<file path="src/rtl/counter_pkg.sv">
// ---------------------------------------------------------------------------
// counter_pkg
// Shared definitions for the modulo counter family.
//   DIR_UP / DIR_DN : encodings of the direction input.
//   mod_params_ok() : legality check for WIDTH / MODULUS / RESET_VAL,
//                     evaluated at elaboration time by each counter variant.
// ---------------------------------------------------------------------------
package counter_pkg;

    localparam logic DIR_UP = 1'b1;
    localparam logic DIR_DN = 1'b0;

    // MODULUS must lie in 2..2**WIDTH and RESET_VAL must be a reachable count.
    function automatic bit mod_params_ok(input int width,
                                         input longint modulus,
                                         input longint reset_val);
        longint max_mod;
        if (width < 1 || width > 31) begin
            return 1'b0;
        end
        max_mod = longint'(1) << width;
        return (modulus >= 2) && (modulus <= max_mod) &&
               (reset_val >= 0) && (reset_val < modulus);
    endfunction

endpackage

</file>
<file path="src/rtl/m_mod_next.sv">
// ---------------------------------------------------------------------------
// m_mod_next
// Combinational next-state logic of the modulo counter: next count value,
// wrap flag and load-clamp flag, given the current count and the controls.
// Ports:
//   i_q            current registered count
//   i_din          parallel load value
//   i_up           direction (DIR_UP / DIR_DN)
//   i_oneshot      1 = stop at the terminal value instead of wrapping
//   i_load         parallel load strobe (beats i_en)
//   i_en           count enable
//   o_q_next       next count value
//   o_wrap_next    a wrap happens on this edge
//   o_ld_err_next  an out-of-range load is being clamped on this edge
// ---------------------------------------------------------------------------
module m_mod_next
    import counter_pkg::*;
#(
    parameter int WIDTH   = 4,
    parameter int MODULUS = 16
) (
    input  logic [WIDTH-1:0] i_q,
    input  logic [WIDTH-1:0] i_din,
    input  logic             i_up,
    input  logic             i_oneshot,
    input  logic             i_load,
    input  logic             i_en,
    output logic [WIDTH-1:0] o_q_next,
    output logic             o_wrap_next,
    output logic             o_ld_err_next
);

    localparam logic [WIDTH-1:0] MAX_VAL = WIDTH'(MODULUS - 1);

    logic w_at_max;
    logic w_at_zero;

    // Terminal values are detected by explicit compares, so the full-range
    // case (MODULUS = 2**WIDTH) never depends on adder overflow.
    assign w_at_max  = (i_q == MAX_VAL);
    assign w_at_zero = (i_q == '0);

    always_comb begin
        o_q_next      = i_q;
        o_wrap_next   = 1'b0;
        o_ld_err_next = 1'b0;
        if (i_load) begin
            // Anything above MAX_VAL is out of range; clamp to the top count.
            if (i_din > MAX_VAL) begin
                o_q_next      = MAX_VAL;
                o_ld_err_next = 1'b1;
            end else begin
                o_q_next = i_din;
            end
        end else if (i_en) begin
            if (i_up == DIR_UP) begin
                if (w_at_max) begin
                    if (!i_oneshot) begin
                        o_q_next    = '0;
                        o_wrap_next = 1'b1;
                    end
                end else begin
                    o_q_next = i_q + 1'b1;
                end
            end else begin
                if (w_at_zero) begin
                    if (!i_oneshot) begin
                        o_q_next    = MAX_VAL;
                        o_wrap_next = 1'b1;
                    end
                end else begin
                    o_q_next = i_q - 1'b1;
                end
            end
        end
    end

endmodule

</file>
<file path="src/rtl/m_mod_counter.sv">
// ---------------------------------------------------------------------------
// m_mod_counter
// Parametrised modulo-MODULUS up/down counter with enable, parallel load,
// one-shot (saturating) mode and a cascadable terminal-count output.
// Ports:
//   ck       clock, all state changes on its rising edge
//   nres     synchronous active-low reset (highest priority)
//   en       count enable
//   up       direction, 1 = increment, 0 = decrement
//   oneshot  1 = stop at the terminal value, 0 = wrap around
//   load     parallel load strobe (beats en)
//   din      load value; values >= MODULUS are clamped to MODULUS-1
//   q        registered count, always in 0..MODULUS-1
//   tc       combinational terminal count, drives the next stage's en
//   wrap     one-cycle pulse: a wrap happened on the previous edge
//   ld_err   one-cycle pulse: a load was clamped on the previous edge
// ---------------------------------------------------------------------------
module m_mod_counter
    import counter_pkg::*;
#(
    parameter int WIDTH     = 4,
    parameter int MODULUS   = 16,
    parameter int RESET_VAL = 0
) (
    input  logic             ck,
    input  logic             nres,
    input  logic             en,
    input  logic             up,
    input  logic             oneshot,
    input  logic             load,
    input  logic [WIDTH-1:0] din,
    output logic [WIDTH-1:0] q,
    output logic             tc,
    output logic             wrap,
    output logic             ld_err
);

    if (!mod_params_ok(WIDTH, longint'(MODULUS), longint'(RESET_VAL))) begin : g_bad_params
        $error("m_mod_counter: illegal WIDTH/MODULUS/RESET_VAL combination");
    end

    localparam logic [WIDTH-1:0] MAX_VAL = WIDTH'(MODULUS - 1);
    localparam logic [WIDTH-1:0] RST_Q   = WIDTH'(RESET_VAL);

    logic [WIDTH-1:0] r_q;
    logic             r_wrap;
    logic             r_ld_err;

    logic [WIDTH-1:0] w_q_next;
    logic             w_wrap_next;
    logic             w_ld_err_next;

    m_mod_next #(
        .WIDTH   (WIDTH),
        .MODULUS (MODULUS)
    ) u_next (
        .i_q           (r_q),
        .i_din         (din),
        .i_up          (up),
        .i_oneshot     (oneshot),
        .i_load        (load),
        .i_en          (en),
        .o_q_next      (w_q_next),
        .o_wrap_next   (w_wrap_next),
        .o_ld_err_next (w_ld_err_next)
    );

    always_ff @(posedge ck) begin
        if (!nres) begin
            r_q      <= RST_Q;
            r_wrap   <= 1'b0;
            r_ld_err <= 1'b0;
        end else begin
            r_q      <= w_q_next;
            r_wrap   <= w_wrap_next;
            r_ld_err <= w_ld_err_next;
        end
    end

    // Zero-latency terminal count: the next stage sees it in the same cycle.
    // Raised even in one-shot mode so a chained stage still advances.
    assign tc = en & ~load &
                (((up == DIR_UP) & (r_q == MAX_VAL)) |
                 ((up == DIR_DN) & (r_q == '0)));

    assign q      = r_q;
    assign wrap   = r_wrap;
    assign ld_err = r_ld_err;

endmodule

</file>
<file path="config.mk">
export PLATFORM = sky130hd
export DESIGN_NAME = m_mod_counter
export DESIGN_NICKNAME = d
export VERILOG_FILES = /design/src/rtl/counter_pkg.sv /design/src/rtl/m_mod_next.sv /design/src/rtl/m_mod_counter.sv
export SDC_FILE = /design/constraint.sdc
export NUM_CORES = 1
export LEC_CHECK = 0
export ABC_AREA = 1
export CAP_MARGIN = 25
export CORE_AREA = 3 3 40 42
export CTS_CLUSTER_DIAMETER = 80
export DETAILED_ROUTE_END_ITERATION = 7
export DIE_AREA = 0 0 43 45
export GPL_TIMING_DRIVEN = 1
export PLACE_DENSITY = 0.71
export SYNTH_ARGS = -nofsm -noshare
export SYNTH_HDL_FRONTEND = slang
export SYNTH_SLANG_ARGS = --single-unit
export TNS_END_PERCENT = 1
</file>
<file path="constraint.sdc">
create_clock -name ck -period 1.7 [get_ports ck]
set_clock_uncertainty 0.05 [all_clocks]
set_input_delay 0.34 -clock ck [delete_from_list [all_inputs] [get_ports ck]]
set_output_delay 0.34 -clock ck [all_outputs]
set_load 0.02 [all_outputs]
</file>
==> impl_metrics.ini <==
[run_status]
status = complete, but fails checks
failed_checks = negative setup slack

[power_and_ir_drop]
p_clk_share_pct = 26.2
powerDensity_nw_per_um2 = 596
ir_worst_vdd_uv = 405
p_int_uw = 346
p_sw_uw = 191
power.leakage_nw = 0.465
sw_frac_of_total_pct = 35.6
p_total_uw = 537
seqPwrFrac_pct = 26.6
combPwrFrac_pct = 47.2

[logic_synthesis]
synth_cell_types = 20
synthesis.area_um2 = 498
ys_seq_elements = 5
yosys_warnings = 0
avgSynthCellArea_um2 = 5.79
syn_nets = 98
synthCells = 86
ys_seq_area_share_pct = 20.1

[global_routing]
gr-usage-met1_pct = 18.1
met3_usage_pct = 1.59
grt_pass1_wl_um = 2410
grtUsageTotal_pct = 16.6
grt_pass1_vias = 586
busiest_layer = met2
grt-ovfl-total = 0
grtUsageMet2_pct = 32.3
grt_max_degree = 8
antenna_found_initial = 0

[finish]
stdcell_area_um2 = 902
num_antenna_cells = 0
syn2layout_area_growth_pct = 81.2
regArea_um2 = 108
multiInputGateArea_um2 = 367
num-fill-cells = 100
layout.nets = 140
drive_above_1_share_pct = 39.4

[place]
dpl_cell_area_um2 = 782
place.gp.congestion = 0.747
dp.final_hpwl_um = 1090
portBuffers = 15
dp_slack_ns = -0.473

[cts]
cts_max_path_buffers = 2
cts_tree = built
htreeDepth = 1
cts_root_buf = clkbuf_4
clk_latency_ns = 0.25
cts_buffers = 3
postCtsHoldBufs = 0
cts_sinks = 5
clk_transition_reported_paths_ns = 0.04

[floorplanning]
rows = 13
io_pins = 17
dieHeight_um = 45
start_util_pct = 38.8
dieArea_um2 = 1940
die_w_um = 43
core_um2 = 1280

[critical_path]
critPathKind = reg2out
rr_startpoint = q[0]
reg2reg_slack_ns = -0.03
worst_ep_required_time_ns = 1.31
cp_slowest_cell = dfxtp_4
worstPathMaxFanout = 4
crit_top_cell = nand2_2
critPathMaxStageDelay_ns = 0.36
start_kind = flop
path_buf_inv = 3
critPathTopFamily = flip-flops
r2r-end = wrap
cp.arrival_ns = 1.46
crit_path_end_kind = primary output
reg2reg_depth = 12
crit_chain = inv_4 -> ha_4 -> nand2_2 -> nor2_1 -> nand2_1 -> a21oi_2 -> nand2_2 -> inv_2 -> buf_6

[job]
drv_cap = 0

[detailed_routing]
dr.pass1.iters = 4
detail_route.iter0.violations = 22
via_count = 681
via_per_inst = 4.80
drcViolationCount = 0
ant_nets = 0
wl_per_cell_um = 11.8
drt-total-wl_um = 1680

[sta]
period_needed_ns = 1.85
rsz0062_at_grt = yes
finalSetupTns_ns = -0.185
fin_ws_ns = -0.153
final_max_slew_viol_count = 0
setup_viol = 2
timing.fmax_ghz = 0.540
hold_violations = 0
fin_crit_sh_pct = 109

[min_path]
min_path_cells = 3
worstHoldStart = q[1]
holdPathEnd = q[1]
hold_path_class = reg2reg
## Yosys cell counts
cell / n / share of area [%]
nand2_2: 1 / 1.3
or2_2: 1 / 1.3
nand3_4: 1 / 3.5
inv_2: 3 / 2.3
ha_1: 2 / 5.0
nand3_1: 6 / 6.0
inv_1: 11 / 8.3
nor3_2: 1 / 2.0
a21oi_2: 1 / 1.8
nor2_4: 1 / 2.3
a21boi_0: 1 / 1.5
a21oi_1: 6 / 6.0
nor2_1: 8 / 6.0
buf_4: 1 / 1.5
dfxtp_1: 5 / 20
nand4_2: 1 / 2.5
nand2_1: 33 / 25
buf_2: 1 / 1.0
conb_1: 1 / 0.75
nand3_2: 1 / 2.0
## registers in the layout, indices dropped and copies added (netlist names)
register,count
q,4
wrap,1
## routing by layer
metal | share of wire, % | vias to the layer above
li1 | - | 346
met1 | 40 | 304
met2 | 52 | 29
met3 | 6.6 | 2
met4 | 1.2 | 0
met5 | 0 | -
## layout make-up
| type | count | share of cell area (%) |
|---|---|---|
| multi-input cells | 65 | 40.6 |
| flip-flops and latches | 5 | 11.9 |
| repair buffers | 39 | 36.1 |
| well taps | 15 | 2.08 |
| inverters | 14 | 6.38 |
| clock buffers | 4 | 2.91 |
## cells in the final DEF, fill, tap and decap left out
master,synthesis,routed
clkdlybuf4s50_1,0,10
inv_1,11,8
nand3_1,6,6
or2_2,1,1
dfxtp_4,0,2
clkbuf_1,0,1
buf_6,0,1
nand4_2,1,1
nand2_1,33,31
nand3_2,1,1
inv_4,0,2
nand2_2,1,3
a21oi_2,1,2
nor2_1,8,8
dfxtp_1,5,3
a21boi_0,1,1
ha_4,0,2
nand3_4,1,1
nor2_4,1,1
a21oi_1,6,5
nor3_2,1,1
buf_4,1,25
inv_2,3,4
clkbuf_4,0,3
conb_1,1,1
dlygate4sd2_1,0,3
## per-stage QoR
stage | util [%] | cells | hold WS [ns]
after global placement | 60.9 | 131 | 0.577
final | 70.2 | 142 | 0.606
after global routing | 70.2 | 142 | 0.638
after floorplan | - | 86 | 0.360
after CTS | 67.0 | 140 | 0.572
after detailed placement | 60.9 | 131 | 0.583
## worst min-delay path, delay by kind of cell (launching register included)
family / cells / cell delay, ns
buffers and inverters: 1 / 0.14
AO/OA/AOI/OAI: 1 / 0.06
flip-flops: 1 / 0.36
AND/OR/NAND/NOR: 1 / 0.06
## power groups by stage
stage / Clock (mW) / Combinational [mW] / Sequential, mW
floorplan: 0 / 0.0973 / 0.152
global placement: 0 / 0.215 / 0.139
detailed placement: 0 / 0.217 / 0.139
CTS: 0.144 / 0.233 / 0.139
global route: 0.153 / 0.279 / 0.144
finish: 0.141 / 0.253 / 0.143
## cells by family (layout without fill, tap and decap cells)
kind of cell / after synthesis / after routing / synth area share [%]
AND/OR/NAND/NOR: 54 / 54 / 51.8
flip-flops: 5 / 5 / 20.1
other: 1 / 1 / 0.753
adder cells (fa/ha/maj): 2 / 2 / 5.02
buffers and inverters: 16 / 57 / 13.1
AO/OA/AOI/OAI: 8 / 8 / 9.30
## worst max path at each step
stage	startpoint	to	slack (ns)	cells past startpoint
5_1_grt	q[0]	tc	-0.21	9
4_1_cts	q[0]	tc	-0.12	9
2_1_floorplan	q[1]	tc	0.03	7
3_3_place_gp	up	tc	-0.45	7
6_report	q[0]	tc	-0.15	9
3_5_place_dp	up	tc	-0.47	7
## what timing repair did
action,in CTS,in global routing
buffers inserted,5,2
pin swaps,6,5
hold endpoints to repair,0,0
resized for setup,18,8
setup endpoints to repair,5,2
No activity file was read; power rests on OpenSTA's default activity.
